--- config.mk ---
export PLATFORM = sky130hd
export DESIGN_NAME = memory_access_unit
export DESIGN_NICKNAME = d
export VERILOG_FILES = /design/src/rtl/mem_access_pkg.sv /design/src/rtl/stack_pointer_unit.sv /design/src/rtl/memory_access_unit.sv
export SDC_FILE = /design/constraint.sdc
export NUM_CORES = 1
export LEC_CHECK = 0
export ABC_AREA = 1
export ABC_CLOCK_PERIOD_IN_PS = 8200
export CORE_MARGIN = 1.5
export CORE_UTILIZATION = 40
export DETAILED_ROUTE_END_ITERATION = 10
export GPL_TIMING_DRIVEN = 1
export PLACE_DENSITY_LB_ADDON = 0.25
export RECOVER_POWER = 25
export SYNTH_ARGS = -nofsm -noshare
export SYNTH_HDL_FRONTEND = slang
export SYNTH_HIERARCHICAL = 1
export SYNTH_SLANG_ARGS = --single-unit
--- constraint.sdc ---
create_clock -name clock -period 8.2 [get_ports clock]
set_input_delay 1.64 -clock clock [delete_from_list [all_inputs] [get_ports clock]]
set_output_delay 1.64 -clock clock [all_outputs]
set_load 0.01 [all_outputs]
--- src/rtl/mem_access_pkg.sv ---
// ============================================================================
// Module      : mem_access_pkg
// Description : Shared types and defaults for the memory access stage.
// Revision    : 1.0
// ============================================================================
`default_nettype none

package mem_access_pkg;

    typedef enum logic [1:0] {
        OP_LOAD  = 2'b00,
        OP_STORE = 2'b01,
        OP_PUSH  = 2'b10,
        OP_POP   = 2'b11
    } op_t;

    typedef enum logic [1:0] {
        ST_IDLE    = 2'b00,
        ST_ISSUE   = 2'b01,
        ST_WAIT_RD = 2'b10,
        ST_RESP    = 2'b11
    } state_t;

    localparam int unsigned DEF_SP_RESET    = 1023;
    localparam int unsigned DEF_STACK_LIMIT = 768;

endpackage

`default_nettype wire

--- src/rtl/stack_pointer_unit.sv ---
// ============================================================================
// Module      : stack_pointer_unit
// Description : Downward-growing stack pointer with full/empty flags.
// Revision    : 1.0
// ============================================================================
`default_nettype none

module stack_pointer_unit #(
    parameter int          ADDR_W      = 32,
    parameter int unsigned SP_RESET    = 1023,
    parameter int unsigned STACK_LIMIT = 768
) (
    input  logic              clk,
    input  logic              rst,
    input  logic              i_dec,
    input  logic              i_inc,
    output logic [ADDR_W-1:0] o_sp,
    output logic              o_full,
    output logic              o_empty
);

    localparam logic [ADDR_W-1:0] c_sp_reset = ADDR_W'(SP_RESET);
    localparam logic [ADDR_W-1:0] c_limit    = ADDR_W'(STACK_LIMIT);
    localparam logic [ADDR_W-1:0] c_one      = {{(ADDR_W-1){1'b0}}, 1'b1};

    logic [ADDR_W-1:0] r_sp;

    always_ff @(posedge clk) begin
        if (rst) begin
            r_sp <= c_sp_reset;
        end else if (i_dec) begin
            r_sp <= r_sp - c_one;
        end else if (i_inc) begin
            r_sp <= r_sp + c_one;
        end
    end

    assign o_sp    = r_sp;
    assign o_full  = (r_sp == c_limit);
    assign o_empty = (r_sp == c_sp_reset);

endmodule

`default_nettype wire

--- src/rtl/memory_access_unit.sv ---
// ============================================================================
// Module      : memory_access_unit
// Description : Memory-stage controller driving DataMemory; owns the stack.
// Revision    : 1.0
// ============================================================================
`default_nettype none

module memory_access_unit
    import mem_access_pkg::*;
#(
    parameter int          DATA_W      = 32,
    parameter int          ADDR_W      = 32,
    parameter int unsigned SP_RESET    = DEF_SP_RESET,
    parameter int unsigned STACK_LIMIT = DEF_STACK_LIMIT
) (
    input  logic              clock,
    input  logic              reset,
    input  logic              req_valid,
    output logic              req_ready,
    input  logic [1:0]        req_op,
    input  logic [ADDR_W-1:0] req_addr,
    input  logic [DATA_W-1:0] req_wdata,
    output logic              resp_valid,
    output logic [DATA_W-1:0] resp_rdata,
    output logic              resp_error,
    output logic [ADDR_W-1:0] mem_address,
    output logic [DATA_W-1:0] mem_wdata,
    input  logic [DATA_W-1:0] mem_rdata,
    output logic              mem_write_en,
    output logic              mem_read_en,
    output logic [ADDR_W-1:0] sp,
    output logic              flag_full,
    output logic              flag_empty
);

    localparam logic [ADDR_W-1:0] c_one = {{(ADDR_W-1){1'b0}}, 1'b1};

    state_t            r_state;
    op_t               r_op;
    logic [ADDR_W-1:0] r_mem_addr;
    logic [DATA_W-1:0] r_mem_wdata;
    logic              r_we;
    logic              r_re;
    logic              r_resp_valid;
    logic              r_resp_error;
    logic [DATA_W-1:0] r_resp_rdata;

    logic [ADDR_W-1:0] w_sp;
    logic              w_full;
    logic              w_empty;
    logic              w_sp_dec;
    logic              w_sp_inc;
    logic              w_req_err;
    op_t               w_req_op;

    assign w_req_op  = op_t'(req_op);
    assign w_req_err = ((w_req_op == OP_PUSH) && w_full) ||
                       ((w_req_op == OP_POP)  && w_empty);
    assign w_sp_dec  = (r_state == ST_ISSUE) && (r_op == OP_PUSH);
    assign w_sp_inc  = (r_state == ST_ISSUE) && (r_op == OP_POP);

    stack_pointer_unit #(
        .ADDR_W      (ADDR_W),
        .SP_RESET    (SP_RESET),
        .STACK_LIMIT (STACK_LIMIT)
    ) u_sp (
        .clk     (clock),
        .rst     (reset),
        .i_dec   (w_sp_dec),
        .i_inc   (w_sp_inc),
        .o_sp    (w_sp),
        .o_full  (w_full),
        .o_empty (w_empty)
    );

    // Bus values are registered on accept so they are stable for the whole ISSUE cycle.
    always_ff @(posedge clock) begin
        if (reset) begin
            r_state      <= ST_IDLE;
            r_op         <= OP_LOAD;
            r_mem_addr   <= '0;
            r_mem_wdata  <= '0;
            r_we         <= 1'b0;
            r_re         <= 1'b0;
            r_resp_valid <= 1'b0;
            r_resp_error <= 1'b0;
            r_resp_rdata <= '0;
        end else begin
            r_we         <= 1'b0;
            r_re         <= 1'b0;
            r_mem_addr   <= '0;
            r_mem_wdata  <= '0;
            r_resp_valid <= 1'b0;
            r_resp_error <= 1'b0;
            case (r_state)
                ST_IDLE: begin
                    if (req_valid) begin
                        r_op <= w_req_op;
                        if (w_req_err) begin
                            r_state      <= ST_RESP;
                            r_resp_valid <= 1'b1;
                            r_resp_error <= 1'b1;
                        end else begin
                            r_state <= ST_ISSUE;
                            case (w_req_op)
                                OP_LOAD: begin
                                    r_mem_addr <= req_addr;
                                    r_re       <= 1'b1;
                                end
                                OP_STORE: begin
                                    r_mem_addr  <= req_addr;
                                    r_mem_wdata <= req_wdata;
                                    r_we        <= 1'b1;
                                end
                                OP_PUSH: begin
                                    r_mem_addr  <= w_sp - c_one;
                                    r_mem_wdata <= req_wdata;
                                    r_we        <= 1'b1;
                                end
                                default: begin
                                    r_mem_addr <= w_sp;
                                    r_re       <= 1'b1;
                                end
                            endcase
                        end
                    end
                end
                ST_ISSUE: begin
                    if ((r_op == OP_LOAD) || (r_op == OP_POP)) begin
                        r_state <= ST_WAIT_RD;
                    end else begin
                        r_state      <= ST_RESP;
                        r_resp_valid <= 1'b1;
                    end
                end
                ST_WAIT_RD: begin
                    r_resp_rdata <= mem_rdata;
                    r_state      <= ST_RESP;
                    r_resp_valid <= 1'b1;
                end
                default: begin
                    r_state <= ST_IDLE;
                end
            endcase
        end
    end

    // Gating by reset keeps a write from committing at the edge that aborts it.
    assign mem_write_en = r_we & ~reset;
    assign mem_read_en  = r_re & ~reset;
    assign mem_address  = r_mem_addr;
    assign mem_wdata    = r_mem_wdata;
    assign req_ready    = (r_state == ST_IDLE);
    assign resp_valid   = r_resp_valid;
    assign resp_error   = r_resp_error;
    assign resp_rdata   = r_resp_rdata;
    assign sp           = w_sp;
    assign flag_full    = w_full;
    assign flag_empty   = w_empty;

endmodule

`default_nettype wire

Word-level counts from Yosys, hierarchy flattened:

Cells that the tools add are included.

* $mul: 0
* add/sub/neg operators: 2
* multiplexer cells: 13
* equal/unequal tests: 10
* shift operators: 0
* reductions and logical operators: 16
* order comparisons: 0
* divide/modulo/power cells: 0
* bitwise operators: 6

Operators with widths (number)
* $eq 32x10->1 const B: 2
* $mux 32: 2
* $pmux 32 s2: 1
* $add 32x1->32 const B: 1
* $sub 32x1->32 const B: 1
* $eq 2x2->1 const B: 5
* $logic_not 2->1: 3
* $mux 1: 6
* $pmux 2 s3: 1
* $reduce_or 2->1: 3
* $reduce_or 5->1: 1
* $eq 2x1->1 const B: 2
* $logic_and 1x1->1: 4
* $mux 2: 2
* $not 1->1: 4
* $reduce_or 4->1: 1
* $pmux 1 s3: 1
* $and 1x1->1: 2
* $logic_or 1x1->1: 2
* $ne 2x2->1 const B: 1
* $reduce_and 2->1: 1
* $reduce_bool 2->1: 1

* output and inout bits: 135
* latch bits: 0
* ROM bits: 0
* register bits after elaboration: 136
* memories kept: 0
* bits in writable memories: 0
* input bits: 101

Logic depth before layout (Yosys ltp):

* word-level depth: 6
* mapped depth: 19

Modules after synthesis:

Netlist, hierarchy kept.

Modules (own cells, without submodules)
* memory_access_unit: area each 4734.5 um^2, sequential area each 2082.0 um^2, times used 1, cells an instance 668
* stack_pointer_unit: area each 3683.5 um^2, sequential area each 640.6 um^2, times used 1, cells an instance 686

Least setup slack after synthesis:

OpenSTA, ideal clock, no wires.

* path kind: input to output
* start: input port reset
* end: output port mem_read_en
* data arrival time: 2.013 ns
* data required time: 6.560 ns
* setup slack: 4.547 ns
* stages on the path: 2
* cell sequence: clkbuf_1 -> nor2_1

* cells in the longest elaborated chain, start to end: 2

Ends and longest elaborated chain
* start, declared: RTL line memory_access_unit.sv:17 `input logic reset,`
* $not 1->1: RTL line memory_access_unit.sv:150 `assign mem_read_en = r_re & ~reset;`
* $and 1x1->1: RTL line memory_access_unit.sv:150
* end, declared: RTL line memory_access_unit.sv:30 `output logic mem_read_en,`

Every way passes these cells.

Worst setup path in the final report:

* start: input port reset
* end: register r_mem_wdata[3], in the netlist mem_wdata[3]

* cells in the longest elaborated chain, start to end: 1

Ends and longest elaborated chain
* $reduce_or 5->1 (no source line)
* end signal, assigned: RTL line memory_access_unit.sv:112 `r_mem_wdata <= req_wdata;`
* end signal, assigned: RTL line memory_access_unit.sv:117 `r_mem_wdata <= req_wdata;`
* end, declared: RTL line memory_access_unit.sv:41 `logic [DATA_W-1:0] r_mem_wdata;`

Every way passes these cells.
A chain may end at the register's enable or synchronous reset.

==> results_dict.tcl <==
set metrics [dict create \
    status "finished, violations left" \
    violations "capacitance limit, slew limit" \
    power.density_nw_per_um2 220 \
    dp.cells 1826 \
    synth-adder-area-share_pct 6.48 \
    clkTransAtPathRegs_ns 0.07 \
    synth_compound_area_share_pct 13.4 \
    cts.path.max_buffers 2 \
    critPathMostFrequentCell "clkbuf_1" \
    synth_xor_xnor_area_share_pct 0.832 \
    yosysMostFrequentCell "nand2_1" \
    cts-root-buf "clkbuf_16" \
    slew_headroom_pct -108 \
    synth_edf_count 0 \
    dr.pass1.iters 5 \
    worst_pin_slew_ns 3.12 \
    synth_area_leader_cell "dfxtp_1" \
    p_leak_nw 5.47 \
    port_buffers 235 \
    worstPathArrival_ns 5.67 \
    syn_area_um2 8420 \
    synth.net_count 1498 \
    path_buf_inv 3 \
    grt_overflow 0 \
    initial_core_util_pct 41.2 \
    yosysSeqAreaShare_pct 32.3 \
    crit_cells 7 \
    final_cell_area_um2 11600 \
    placed_area_um2 11000 \
    grt_pass1_vias 8379 \
    yosys.area_share.simple_pct 35.0 \
    vias_per_cell 4.89 \
    hold_path_class "reg -> reg" \
    synth_common_cells "nand2_1, inv_1, nor2_1" \
    startpoint_type "input port" \
    post-route-period-util_pct 65.9 \
    rsz0062_at_grt "false" \
    cts-resized-gates 0 \
    htreeDepth 4 \
    drc 0 \
    cp_slowest_stage_delay_ns 2.22 \
    worstHoldStart "resp_rdata[22]" \
    synth_top_family_by_area "simple AND/OR/NAND/NOR gates" \
    grt_antenna_before_repair 0 \
    num_rows 52 \
    reg2reg_to "mem_wdata[3]" \
    fin_setup_tns_ns 0 \
    fin_skew_ns 0.00902 \
    synth_area_leaders "dfxtp_1, nand2_1, inv_1" \
    syn_avg_cell_area_um2 6.22 \
    crit_path_end_kind "flop" \
    r2r_slack_ns 5.11 \
    hold_buffers 0 \
    synth_mux_area_share_pct 0 \
    drive_above_1_share_pct 5.60 \
    numCtsBuffers 17 \
    routed_wirelength_um 27100 \
    cts_tree "done" \
    cap_viol_max_count 1 \
    peakVddDrop_mv 0.134 \
    cts_sinks 136 \
    drtIter0Drc 542 \
    grt_pass1_wl_um 43600 \
    antenna_left 0 \
    die_h_um 148 \
    hold_viol 0 \
    critPathSlowestCell "clkbuf_1" \
    ys_ff_latch 136 \
    vias 9094 \
    wire_per_inst_um 14.6 \
    die_w_um 148 \
    place_congestion 0.930 \
    area_delta_synth_final_pct 38.0 \
    finalSetupViolations 0 \
    yosysTopAreaCellShare_pct 32.3 \
    yosys_warnings 6 \
    critPathMaxFanout 68 \
    max_freq_mhz 185 \
    final_max_slew_viol_count 69 \
    cp_cell_sequence "clkbuf_1 > clkbuf_1 > nor2_2 > nand2_2 > inv_2 > nand2_1 > nor2_1" \
    crit_path_start "reset" \
    worstHoldEndpoint "resp_rdata[22]" \
    critical_path_class "in -> reg" \
    required_ns 8.46 \
    synthDistinctLibCells 37 \
    finalWorstPathRequiredPeriod_ns 5.41 \
    dp.final_hpwl_um 20500 \
    grt_max_degree 69 \
    cts_setup_buffers 0 \
    fin_nets 1719 \
    coreArea_um2 20400 \
    synth-main-ff-cell "dfxtp_1" \
    layout.cells.non_filler 1858 \
    ff2ff_path_depth 11 \
    dieArea_um2 21900 \
    clock_latency_ns 0.42 \
    final_util_pct 56.8 \
    async_flop_share_pct 0 \
    synthCells 1354 \
    track_usage_pct 24.9 \
    ios 236 \
    whs_path_depth 2 \
    r2r-start "u_sp/o_sp[9]" \
    antenna_cells 0 \
    cp_top_family "buffers and inverters" \
]
==> registers in the layout, summed over array words and instances, names as in the netlist <==
signal       count
mem_address     32
mem_wdata       32
r_op             2
r_re             1
r_state          2
r_we             1
resp_error       1
resp_rdata      32
resp_valid       1
u_sp/o_sp       32
==> placed cells by master (no fill, tap or decap), types with 2 or more instances in the layout <==
cell type / instances
nor2_1: 168
nor4_1: 6
buf_4: 4
nand2_1: 374
inv_2: 3
inv_6: 6
xor2_1: 6
nand2_2: 19
o21ai_1: 20
xnor2_1: 2
bufinv_16: 5
dfxtp_1: 136
inv_1: 215
nor2_2: 13
clkbuf_1: 2
o21ai_0: 28
ha_1: 42
clkdlybuf4s50_1: 220
a221oi_1: 4
clkbuf_16: 17
nor2_4: 7
dlygate4sd3_1: 14
o21bai_1: 12
and2_1: 3
or2_2: 8
nand3_1: 81
a21oi_1: 143
nand4_1: 15
==> worst reg2reg max path, cell delays in order, from the launching register on <==
cell	delay [ns]
dfxtp_1	0.62
nand4_1	0.16
nor2_1	0.19
nand3_1	0.10
nor2_1	0.20
inv_1	0.10
o22ai_2	0.18
inv_2	0.06
nand2_2	0.13
inv_2	0.22
nand2_1	0.86
nor2_1	0.12
==> cells by family (layout without fill, tap and decap cells) <==
logic type,count (synthesis),in the layout
adder cells (fa/ha/maj),43,43
buffers and inverters,257,491
XOR/XNOR,8,8
AND/OR/NAND/NOR,698,698
AO/OA/AOI/OAI,212,212
flip-flops,136,136
==> power by group <==
part	switching, mW	internal [mW]
clock network	0.322	0.548
registers	0.0816	0.739
logic	0.494	0.368
total	0.898	1.66
==> area by class of cell <==
type                            count  area (um^2)
Clock inverter                     15          235
Multi-Input combinational cell    961         4690
Timing Repair Buffer              240         2380
Sequential cell                   136         2720
Tap cell                          270          338
Clock buffer                       17          425
Fill cell                        2011         8820
Inverter                          219          822
==> worst max-delay path by stage <==
stage,to,slack (ns)
floorplan,mem_read_en,4.55
global placement,r_we,3.18
detailed placement,mem_wdata[3],3.06
CTS,mem_wdata[3],3.50
global route,mem_wdata[3],2.22
finish,mem_wdata[3],2.79
==> per-stage QoR <==
stage                     setup slack (ns)  power, mW  hold slack, ns
after floorplan                       4.55       1.34           0.461
after global placement                3.18       1.68           0.447
after detailed placement              3.06       1.69           0.453
after CTS                             3.50       2.57           0.463
after global routing                  2.22       2.71           0.482
final                                 2.79       2.55           0.460
==> metal layers <==
layer	global-route usage (%)	routed length (um)	vias up	part of all wire [%]
li1	-	-	4678	-
met1	33.4	12300	4052	45
met2	39.6	12100	318	45
met3	5.67	2010	46	7.4
met4	8.42	652	0	2.4
met5	0	0	-	0
Note: power is estimated with default switching activity, not from simulation.
==> RTL edit: new RTL, same flow settings <==
Encoding of `state_t`: now one-hot (4 bits for 4 states).
--- a/src/rtl/mem_access_pkg.sv
+++ b/src/rtl/mem_access_pkg.sv
@@ -14,11 +14,11 @@
         OP_POP   = 2'b11
     } op_t;
 
-    typedef enum logic [1:0] {
-        ST_IDLE    = 2'b00,
-        ST_ISSUE   = 2'b01,
-        ST_WAIT_RD = 2'b10,
-        ST_RESP    = 2'b11
+    typedef enum logic [3:0] {
+        ST_IDLE    = 4'b0001,
+        ST_ISSUE   = 4'b0010,
+        ST_WAIT_RD = 4'b0100,
+        ST_RESP    = 4'b1000
     } state_t;
 
     localparam int unsigned DEF_SP_RESET    = 1023;
Formal check against the unedited RTL: no difference found for any inputs over 4 cycles, from zero or initial values and one cycle with reset high; so few cycles prove little.
==> RTL edit against the original RTL <==
Sequential cell count increased by 2. Global-route usage increased by 0.24 points. Cell area about the same. Worst setup slack got worse by 500 ps. First-iteration DRC count increased by 8.1%. The flow still finishes with violations (max-capacitance violations, max-slew violations). Synthesized area increased by 0.71%. Critical path depth decreased by 3. Wire length increased by 3.0%. Critical endpoint is now mem_write_en.
Power is not compared: it rests on default switching activity, and its combinational part moved more than twofold at a synthesized area within 25%.
==> RTL edit: results (changes against the original RTL) <==
Status
Status: finished, violations left (unchanged). Violations in the final reports: max-capacitance violations, max-slew violations (unchanged).

Placement
The half-perimeter wire length of the detailed placement result came to 21.6 mm (was 20.5 mm). The number of I/O port buffers is 235 (unchanged). The placer's final routability congestion estimate is 0.886 (was 0.930). The instance area at placement is 11,000 µm² (about the same). The post-placement worst setup slack is 3380 ps (was 3060 ps). The cell count after placement came to 1,847 (was 1,826).

Synthesis
The mean post-synth cell area came to 6.19 µm² (was 6.22 µm²). The sequential cell area fraction in the yosys report came to 32.6% (was 32.3%). Biggest area contributors in the synthesized netlist: sky130_fd_sc_hd__dfxtp_1 33%, sky130_fd_sc_hd__nand2_1 15%, sky130_fd_sc_hd__nor2_1 11% (was sky130_fd_sc_hd__dfxtp_1 32%, sky130_fd_sc_hd__nand2_1 17%, sky130_fd_sc_hd__inv_1 9.6%).

The total nets after synthesis is 1,509 (was 1,498). Most common library cells after synthesis: 330 x sky130_fd_sc_hd__nand2_1, 241 x sky130_fd_sc_hd__nor2_1, 221 x sky130_fd_sc_hd__inv_1 (was 374 x sky130_fd_sc_hd__nand2_1, 215 x sky130_fd_sc_hd__inv_1, 168 x sky130_fd_sc_hd__nor2_1). The count of unique library cells instantiated by Yosys was 40 (was 37).

Global routing
The global-route track usage on met1 came to 30.9% (was 33.4%). The first-pass GRT wire length is 43.3 mm (was 43.6 mm). The total routing usage reported by global routing is 25.2% (was 24.9%). The number of antenna violations at the first check in global routing is 2 (was 0). The met2 demand-to-capacity share in global routing came to 42.9% (was 39.6%).

The largest net degree at the start of global routing was 40 (was 69). The number of global-route vias before repair is 8,329 (was 8,379). The met3 routing resource usage after global routing is 4.97% (was 5.67%).

Routing
The number of iterations in the first detailed-routing pass was 6 (was 5). The DRC marker count from the first detailed-route iteration is 586 (was 542). The wire length the detailed router placed on met1 came to 12.1 mm (was 12.3 mm).

The total routed wirelength is 27.9 mm (was 27.1 mm). The average wire per standard cell is 14.8 µm (was 14.6 µm). The via count of the routed design came to 9,103 (was 9,094). The met2 wire length is 13.3 mm (was 12.1 mm).

Setup path
The delay contributed by the slowest stage of the critical path was 1430 ps (was 2220 ps). The maximum fanout encountered on the critical timing path is 37 (was 68). The slowest library cell on the worst path is sky130_fd_sc_hd__clkbuf_1 (unchanged). The family with the most delay on the worst path is buffers and inverters (unchanged).

The endpoint arrival time on the critical path is 4270 ps (was 5670 ps).

STA
The count of final max-slew check failures was 38 (was 69). The worst slew margin relative to its limit is -33.2% (was -108%). The clock tree skew after final layout is 11.3 ps (was 9.02 ps).

Layout
The total number of nets in the final design was 1,731 (was 1,719). The fraction of layout cells with a size suffix above 1 is 5.11% (was 5.60%).

Clock network
The maximum buffer depth of the clock tree is 2 (unchanged).

Job
The max-cap violation count is 1 (unchanged).
RTL edit: changes by cell type in the layout (fill, tap and decap cells not counted), sizes merged, moves of 3 or more:
cell | before | now
a21oi | 143 | 102
a221oi | 4 | 0
bufinv | 5 | 2
clkdlybuf4s50 | 220 | 198
dlygate4sd3 | 14 | 37
ha | 42 | 38
inv | 225 | 231
nand2 | 393 | 344
nand3 | 82 | 85
nor2 | 188 | 255
nor3 | 1 | 4
o21ai | 48 | 82
RTL edit: kinds of logic (layout without fill, tap and decap cells):
kind of cell	Yosys count	count (layout)	share of synthesized area, %
flip-flops	138	138	32.6
AND/OR/NAND/NOR	721	721	35.7
XOR/XNOR	10	10	1.03
AO/OA/AOI/OAI	201	201	12.6
other	0	2	0
buffers and inverters	260	495	12.2
adder cells (fa/ha/maj)	39	39	5.84
RTL edit: final cells by class:
| type | instances | area, µm² |
|---|---|---|
| well taps | 275 | 344 |
| diodes | 2 | 5.00 |
| clock buffers | 17 | 425 |
| inverters | 225 | 845 |
| repair buffers | 238 | 2370 |
| multi-input cells | 971 | 4680 |
| fillers | 2095 | 9270 |
| clock inverters | 15 | 185 |
| flip-flops and latches | 138 | 2760 |
RTL edit: final timing paths:
check	startpoint	to	slack (ps)	cells after the start
hold / removal	resp_rdata[10]	resp_rdata[10]	480	2
setup reg to reg	u_sp/o_sp[17]	mem_wdata[25]	5280	7
hold reg to reg	resp_rdata[10]	resp_rdata[10]	480	2
setup / recovery	reset	mem_write_en	2290	4
RTL edit: report_power, final:
part	internal (mW)	switching (mW)	total, mW
Sequential	0.689	0.0103	0.700
Clock	0.462	0.327	0.789
Combinational	0.103	0.105	0.208
